$ cat config.mk
export PLATFORM = sky130hd
export DESIGN_NAME = truth_table_scanner
export DESIGN_NICKNAME = d
export VERILOG_FILES = /design/src/rtl/truth_table_scanner.sv
export SDC_FILE = /design/constraint.sdc
export NUM_CORES = 1
export LEC_CHECK = 0
export BUFFER_PORTS_ARGS = -buffer_cell sky130_fd_sc_hd__buf_2
export CORE_UTILIZATION = 45
export DETAILED_ROUTE_END_ITERATION = 8
export PLACE_DENSITY_LB_ADDON = 0.05
export SETUP_SLACK_MARGIN = 0.2
export SLEW_MARGIN = 0
export SYNTH_ARGS = -nofsm -noshare
export SYNTH_HDL_FRONTEND = slang
export SYNTH_SLANG_ARGS = --single-unit
$ cat constraint.sdc
create_clock -name clk -period 4.55 [get_ports clk]
set_input_delay 0.455 -clock clk [delete_from_list [all_inputs] [get_ports clk]]
set_output_delay 0.455 -clock clk [all_outputs]
set_load 0.01 [all_outputs]
$ cat src/rtl/truth_table_scanner.sv
`default_nettype none
// ============================================================================
// Module      : truth_table_scanner
// Description : Drives every input combination of an N_IN-input Boolean
//               function onto vec_o, holds each one for SETTLE+1 cycles and
//               captures two candidate implementations (s_a, s_b) into
//               truth-table words. On completion it reports whether the two
//               tables agree and the lowest index at which they first differ.
//
// Ports       : clk            - rising-edge clock
//               reset          - asynchronous, active-high reset
//               start          - scan request, honoured only while idle
//               vec_o          - function input vector (MSB = first variable)
//               s_a, s_b       - outputs of the two implementations
//               table_a/b      - captured truth tables, bit i <=> vec_o == i
//               busy           - high for the whole scan
//               done           - one-cycle completion pulse
//               equal          - table_a == table_b (valid from done)
//               mismatch_valid - at least one index differs
//               first_mismatch - lowest differing index (0 if none)
//
// Revision    : 1.0 - initial release
// ============================================================================
module truth_table_scanner #(
    parameter int N_IN   = 3,
    parameter int SETTLE = 1
) (
    input  logic                   clk,
    input  logic                   reset,
    input  logic                   start,
    output logic [N_IN-1:0]        vec_o,
    input  logic                   s_a,
    input  logic                   s_b,
    output logic [(1<<N_IN)-1:0]   table_a,
    output logic [(1<<N_IN)-1:0]   table_b,
    output logic                   busy,
    output logic                   done,
    output logic                   equal,
    output logic                   mismatch_valid,
    output logic [N_IN-1:0]        first_mismatch
);

    localparam int              c_table_w   = 1 << N_IN;
    localparam logic [3:0]      c_hold_last = 4'(SETTLE);
    localparam logic [N_IN-1:0] c_idx_last  = {N_IN{1'b1}};

    typedef enum logic [1:0] {
        ST_IDLE = 2'd0,
        ST_SCAN = 2'd1,
        ST_DONE = 2'd2
    } state_t;

    // ------------------------------------------------------------------------
    // Registered state
    // ------------------------------------------------------------------------
    state_t                r_state;
    logic [N_IN-1:0]       r_idx;      // also drives vec_o directly
    logic [3:0]            r_hold;
    logic [c_table_w-1:0]  r_table_a;
    logic [c_table_w-1:0]  r_table_b;
    logic                  r_equal;
    logic                  r_mm_valid;
    logic [N_IN-1:0]       r_mm_idx;

    // ------------------------------------------------------------------------
    // Next-state values
    // ------------------------------------------------------------------------
    state_t                w_state_nxt;
    logic [N_IN-1:0]       w_idx_nxt;
    logic [3:0]            w_hold_nxt;
    logic [c_table_w-1:0]  w_table_a_nxt;
    logic [c_table_w-1:0]  w_table_b_nxt;
    logic                  w_equal_nxt;
    logic                  w_mm_valid_nxt;
    logic [N_IN-1:0]       w_mm_idx_nxt;

    always_ff @(posedge clk or posedge reset) begin
        if (reset) begin
            r_state    <= ST_IDLE;
            r_idx      <= '0;
            r_hold     <= '0;
            r_table_a  <= '0;
            r_table_b  <= '0;
            r_equal    <= 1'b0;
            r_mm_valid <= 1'b0;
            r_mm_idx   <= '0;
        end else begin
            r_state    <= w_state_nxt;
            r_idx      <= w_idx_nxt;
            r_hold     <= w_hold_nxt;
            r_table_a  <= w_table_a_nxt;
            r_table_b  <= w_table_b_nxt;
            r_equal    <= w_equal_nxt;
            r_mm_valid <= w_mm_valid_nxt;
            r_mm_idx   <= w_mm_idx_nxt;
        end
    end

    always_comb begin
        w_state_nxt    = r_state;
        w_idx_nxt      = r_idx;
        w_hold_nxt     = r_hold;
        w_table_a_nxt  = r_table_a;
        w_table_b_nxt  = r_table_b;
        w_equal_nxt    = r_equal;
        w_mm_valid_nxt = r_mm_valid;
        w_mm_idx_nxt   = r_mm_idx;

        case (r_state)
            ST_IDLE: begin
                // Results from the previous scan are held here until a new
                // scan is accepted, at which point everything is cleared.
                if (start) begin
                    w_state_nxt    = ST_SCAN;
                    w_idx_nxt      = '0;
                    w_hold_nxt     = '0;
                    w_table_a_nxt  = '0;
                    w_table_b_nxt  = '0;
                    w_equal_nxt    = 1'b0;
                    w_mm_valid_nxt = 1'b0;
                    w_mm_idx_nxt   = '0;
                end
            end

            ST_SCAN: begin
                if (r_hold == c_hold_last) begin
                    // Capture edge: the only point at which s_a/s_b matter,
                    // so glitches during the settle window are ignored.
                    w_table_a_nxt[r_idx] = s_a;
                    w_table_b_nxt[r_idx] = s_b;

                    // Indices are visited in ascending order, so the first
                    // recorded difference is automatically the lowest one.
                    if ((s_a != s_b) && !r_mm_valid) begin
                        w_mm_valid_nxt = 1'b1;
                        w_mm_idx_nxt   = r_idx;
                    end

                    if (r_idx == c_idx_last) begin
                        // Compare using the tables including this final bit,
                        // so equal is already correct during the done cycle.
                        w_state_nxt = ST_DONE;
                        w_equal_nxt = (w_table_a_nxt == w_table_b_nxt);
                    end else begin
                        w_idx_nxt  = r_idx + 1'b1;
                        w_hold_nxt = '0;
                    end
                end else begin
                    w_hold_nxt = r_hold + 4'd1;
                end
            end

            ST_DONE: begin
                // vec_o keeps its last value; start is not looked at here.
                w_state_nxt = ST_IDLE;
            end

            default: begin
                w_state_nxt = ST_IDLE;
            end
        endcase
    end

    // ------------------------------------------------------------------------
    // Outputs
    // ------------------------------------------------------------------------
    assign vec_o          = r_idx;
    assign table_a        = r_table_a;
    assign table_b        = r_table_b;
    assign busy           = (r_state == ST_SCAN);
    assign done           = (r_state == ST_DONE);
    assign equal          = r_equal;
    assign mismatch_valid = r_mm_valid;
    assign first_mismatch = r_mm_idx;

endmodule
`default_nettype wire

==> results list <==
- The flow ran to the end, and the final reports show no timing, DRC or antenna violations.
* H-Tree Level Count: 2
* Req. time, crit path: 4770 ps
- In this run switching power makes up 41.92% of total power.
* TritonCTS Buffers: 5
* Via count of the first global-routing pass: 1197
* Fin. Hold Viols: 0
- Max-cap violations in this run came to 0.
- Max-slew headroom at the worst pin: 26.30%
- Initial core utilization: 47.58%
- Once detailed placement completed, the half-perimeter wirelength came to 2.407 mm.
- Ratio of cells with drive above 1 in the final layout: 26.88%
- The largest total area in the synthesized netlist belongs to dfrtp_1.
- DRT Pass-1 Iters: 4
* Avg Vias per Cell: 5.513
- Sequential elements use 46.91% of the synthesized area.
* Count of input and output buffers: 30
- In this run, post-CTS repair resized a total of 0 instances.
* Area grow syn2layout: 14.86%
- Std cell rows: 21
* Startpoint kind of the worst setup timing path: flip-flop
- For this design the top-level I/O count stands at 31.
- The average instance in the mapped netlist occupies 10.46 µm².
* Most used flip-flop cell after synthesis: dfrtp_1
- Summed over all cells, the static leakage comes to 0.9010 nW.
- Post-synthesis instance area: 1600 µm²
- After clock tree synthesis, the clock-pin slew on the worst setup and hold paths is 100 ps.
- Clock tree synthesis found a total of 30 sinks.
* Hold buffers post-CTS: 0
- At the pin with the least slew margin, the transition time is 1104 ps.
* Critical-path top delay cell: nor3b_2
- RSZ-0062 raised after global routing: false
- After synthesis, the share of flip-flops with an asynchronous set or reset is 100.0%.
- Share of the clock period used by the worst path: 50.18%
* Top cells by area, synth: dfrtp_1 (47%), o2bb2ai_1 (7.7%), xor2_1 (4.4%)
* Synth warn: 0
- After routing, the total negative slack on setup checks comes to 0 ps.
- Post-route DRC violation count: 0
- Counting along the longest clock path gives a buffer depth of 2.
* Core Region: 3363 µm²
* Delay of the slowest cell on the worst path: 590 ps
- TritonCTS built the clock tree.
- Final setup viols: 0
- Counting every net in the synthesized netlist gives 162.
- The first global-routing pass estimated 5.485 mm of wire.
- Number of diodes: 0
- Number of nets in the layout: 194
- The clock arrives with 14.66 ps of skew.
* Switch Pwr: 487.0 µW
- Highest net fanout along the worst path: 12
- Hold crit path type: in2async
- Clk Latency, worst-skew pair: 330 ps
- Final worst setup slack: 2267 ps
- Crit end category: flip-flop
* Ratio of total power to cell area: 632.1 nW/µm²
- Combinational logic burns 45.0% of the power.
- In this run, synthesis inferred 0 flip-flops with an integrated enable.
* Total wire length: 3.341 mm
- Seq. cell area: 750.7 µm²
* Gate count after technology mapping: 153
* Final-report max-slew violation count: 0
- Cell internal power dissipation: 674.8 µW
- Relative contribution of sequential cells to total power: 40.8%
- Initial antenna violation count: 0
- Summed over all layers, the global routing overflow is 0.
- Number of vias in the routed layout: 1279
- For this run, the total global-route usage over all layers was measured as 20.25%.
- Setup WS pre-CTS: 2265 ps
* DIE WIDTH: 61.64 µm
- In this run, the clock network consumes 14.2% of the power.
- Timing would allow up to 0.4380 GHz.
- The floorplan step defined a die boundary enclosing 3799 µm².
- Count of nets left with antenna violations after detail routing: 0
- CTS placed an instance of clkbuf_4 at the clock tree root.
- The number of different library cells used by synthesis comes to 41.
- Fill cells in the final layout number 348.
- The smallest clock period supported by the final layout is computed as 2283 ps.
- Final weighted congestion in routability-driven placement: 0.7413
- For this block, the initial DRC count from the detailed router was 44.
- The worst-case IR drop observed on VDD is 0.0002479 V.
- In the final routed layout, each cell accounts on average for 14.40 µm.
- Maximum number of pins on one net before global-route repair: 31
* Synthesized flop and latch total: 30
- Area taken by multi-input logic gates: 797.0 µm²
* Critical path start-end classification: reg2reg
- In this run the vertical extent of the chip is 61.64 µm.
- Data arrives at the worst endpoint at 2500 ps.
* Cell-by-cell trace of the critical path: inv_1, ha_1, nor3b_2, mux2i_2, or3_4, mux2_4
* Setup bufs post-CTS: 0
* Top-area cell type share of the netlist area: 46.91%
[Yosys cell counts, types with 3 or more instances]
library cell / count
clkbuf_1: 3
dfrtp_1: 30
ha_1: 4
inv_1: 6
mux2i_1: 4
nand2_1: 17
nand3_1: 7
nand3b_1: 3
nor2_1: 7
nor2b_1: 3
o21ai_0: 9
o2bb2ai_1: 14
xor2_1: 8
[layer usage]
layer  GRT usage [%]  share of wire [%]  routed length [µm]  vias to the layer above
met5               0                  0                   0                        -
met4           6.667               0.57                  19                        0
met3           6.303                3.7                 125                        2
met2           31.49                 47                1558                       24
met1           26.83                 49                1638                      633
li1                -                  -                   -                      620
[state kept, by name, summed over array words and instances, names as in the netlist]
name,count
table_b,8
table_a,8
first_mismatch,3
r_hold,4
vec_o,3
equal,1
r_state,2
mismatch_valid,1
[power by group through the flow]
stage	Combinational, mW	Clock (mW)	Sequential (mW)
finish	0.523	0.165	0.474
global route	0.598	0.182	0.490
CTS	0.527	0.171	0.474
detailed placement	0.523	0	0.480
global placement	0.514	0	0.475
floorplan	0.373	0	0.476
[worst max-delay path, delay by kind of cell, from the launching register on]
| family | cells | cell delay [ps] |
|---|---|---|
| adder cells (fa/ha/maj) | 1 | 140 |
| AND/OR/NAND/NOR | 2 | 1030 |
| buffers and inverters | 1 | 80 |
| multiplexers | 2 | 510 |
| flip-flops | 1 | 410 |
[worst paths after layout]
kind | startpoint | endpoint | slack [ps] | cells after the start
min reg2reg | first_mismatch[1]$_DFFE_PP0P_ | first_mismatch[1]$_DFFE_PP0P_ | 520 | 2
max in group asynchronous | reset | table_a[6]$_DFFE_PP0P_ | 3490 | 2
max reg2reg | r_hold[1]$_DFFE_PP0P_ | vec_o[0]$_DFFE_PP0P_ | 2270 | 6
min | reset | table_b[2]$_DFFE_PP0P_ | 390 | 2
min in group clk | start | r_state[0]$_DFFE_PP0P_ | 470 | 3
max | r_hold[1]$_DFFE_PP0P_ | vec_o[0]$_DFFE_PP0P_ | 2270 | 6
[kinds of logic (layout without fill, tap and decap cells)]
| logic type | count (synthesis) | in the layout | share of synthesized area (%) |
|---|---|---|---|
| adder cells (fa/ha/maj) | 4 | 4 | 3.128 |
| multiplexers | 7 | 7 | 5.003 |
| XOR/XNOR | 10 | 10 | 5.473 |
| AND/OR/NAND/NOR | 54 | 54 | 18.76 |
| buffers and inverters | 11 | 44 | 3.284 |
| flip-flops | 30 | 30 | 46.91 |
| AO/OA/AOI/OAI | 37 | 37 | 17.44 |
[final cells by class]
cell class / instances / share of cell area (%)
Clock buffer: 7 / 2.995
Clock inverter: 1 / 0.2723
Inverter: 6 / 1.225
Multi-Input combinational cell: 112 / 43.36
Sequential cell: 30 / 40.84
Tap cell: 46 / 3.131
Timing Repair Buffer: 30 / 8.169
[through the flow]
stage	instance area (µm²)	hold WS, ps	std cells	power [mW]	util, %
2_1_floorplan	1600	503.1	153	0.8492	-
3_3_place_gp	1778	505.0	224	0.9894	52.86
3_5_place_dp	1778	511.1	224	1.003	52.86
4_1_cts	1838	436.6	232	1.173	54.65
5_1_grt	1838	480.3	232	1.270	54.65
6_report	1838	388.2	232	1.162	54.65
[layout by cell type, fill, tap and decap left out, drive strengths merged]
| master | instances |
|---|---|
| a311oi | 1 |
| nor3 | 1 |
| buf | 30 |
| o2111ai | 1 |
| o22ai | 2 |
| mux2i | 5 |
| nand3b | 3 |
| o21ai | 9 |
| o2bb2ai | 14 |
| mux2 | 2 |
| a21oi | 2 |
| nand2 | 18 |
| inv | 6 |
| nand2b | 2 |
| or3b | 1 |
| clkbuf | 7 |
| nand3 | 7 |
| ha | 4 |
| xnor2 | 2 |
| nor2 | 8 |
| nor3b | 3 |
| xor2 | 8 |
| or2 | 2 |
| dfrtp | 30 |
| or3 | 2 |
| a22oi | 2 |
| nor2b | 4 |
| and3 | 1 |
| clkinv | 1 |
| a22o | 2 |
| a21boi | 1 |
| nand4 | 2 |
| a311o | 1 |
| o31ai | 2 |
Power figures use the tool's default switching activity.
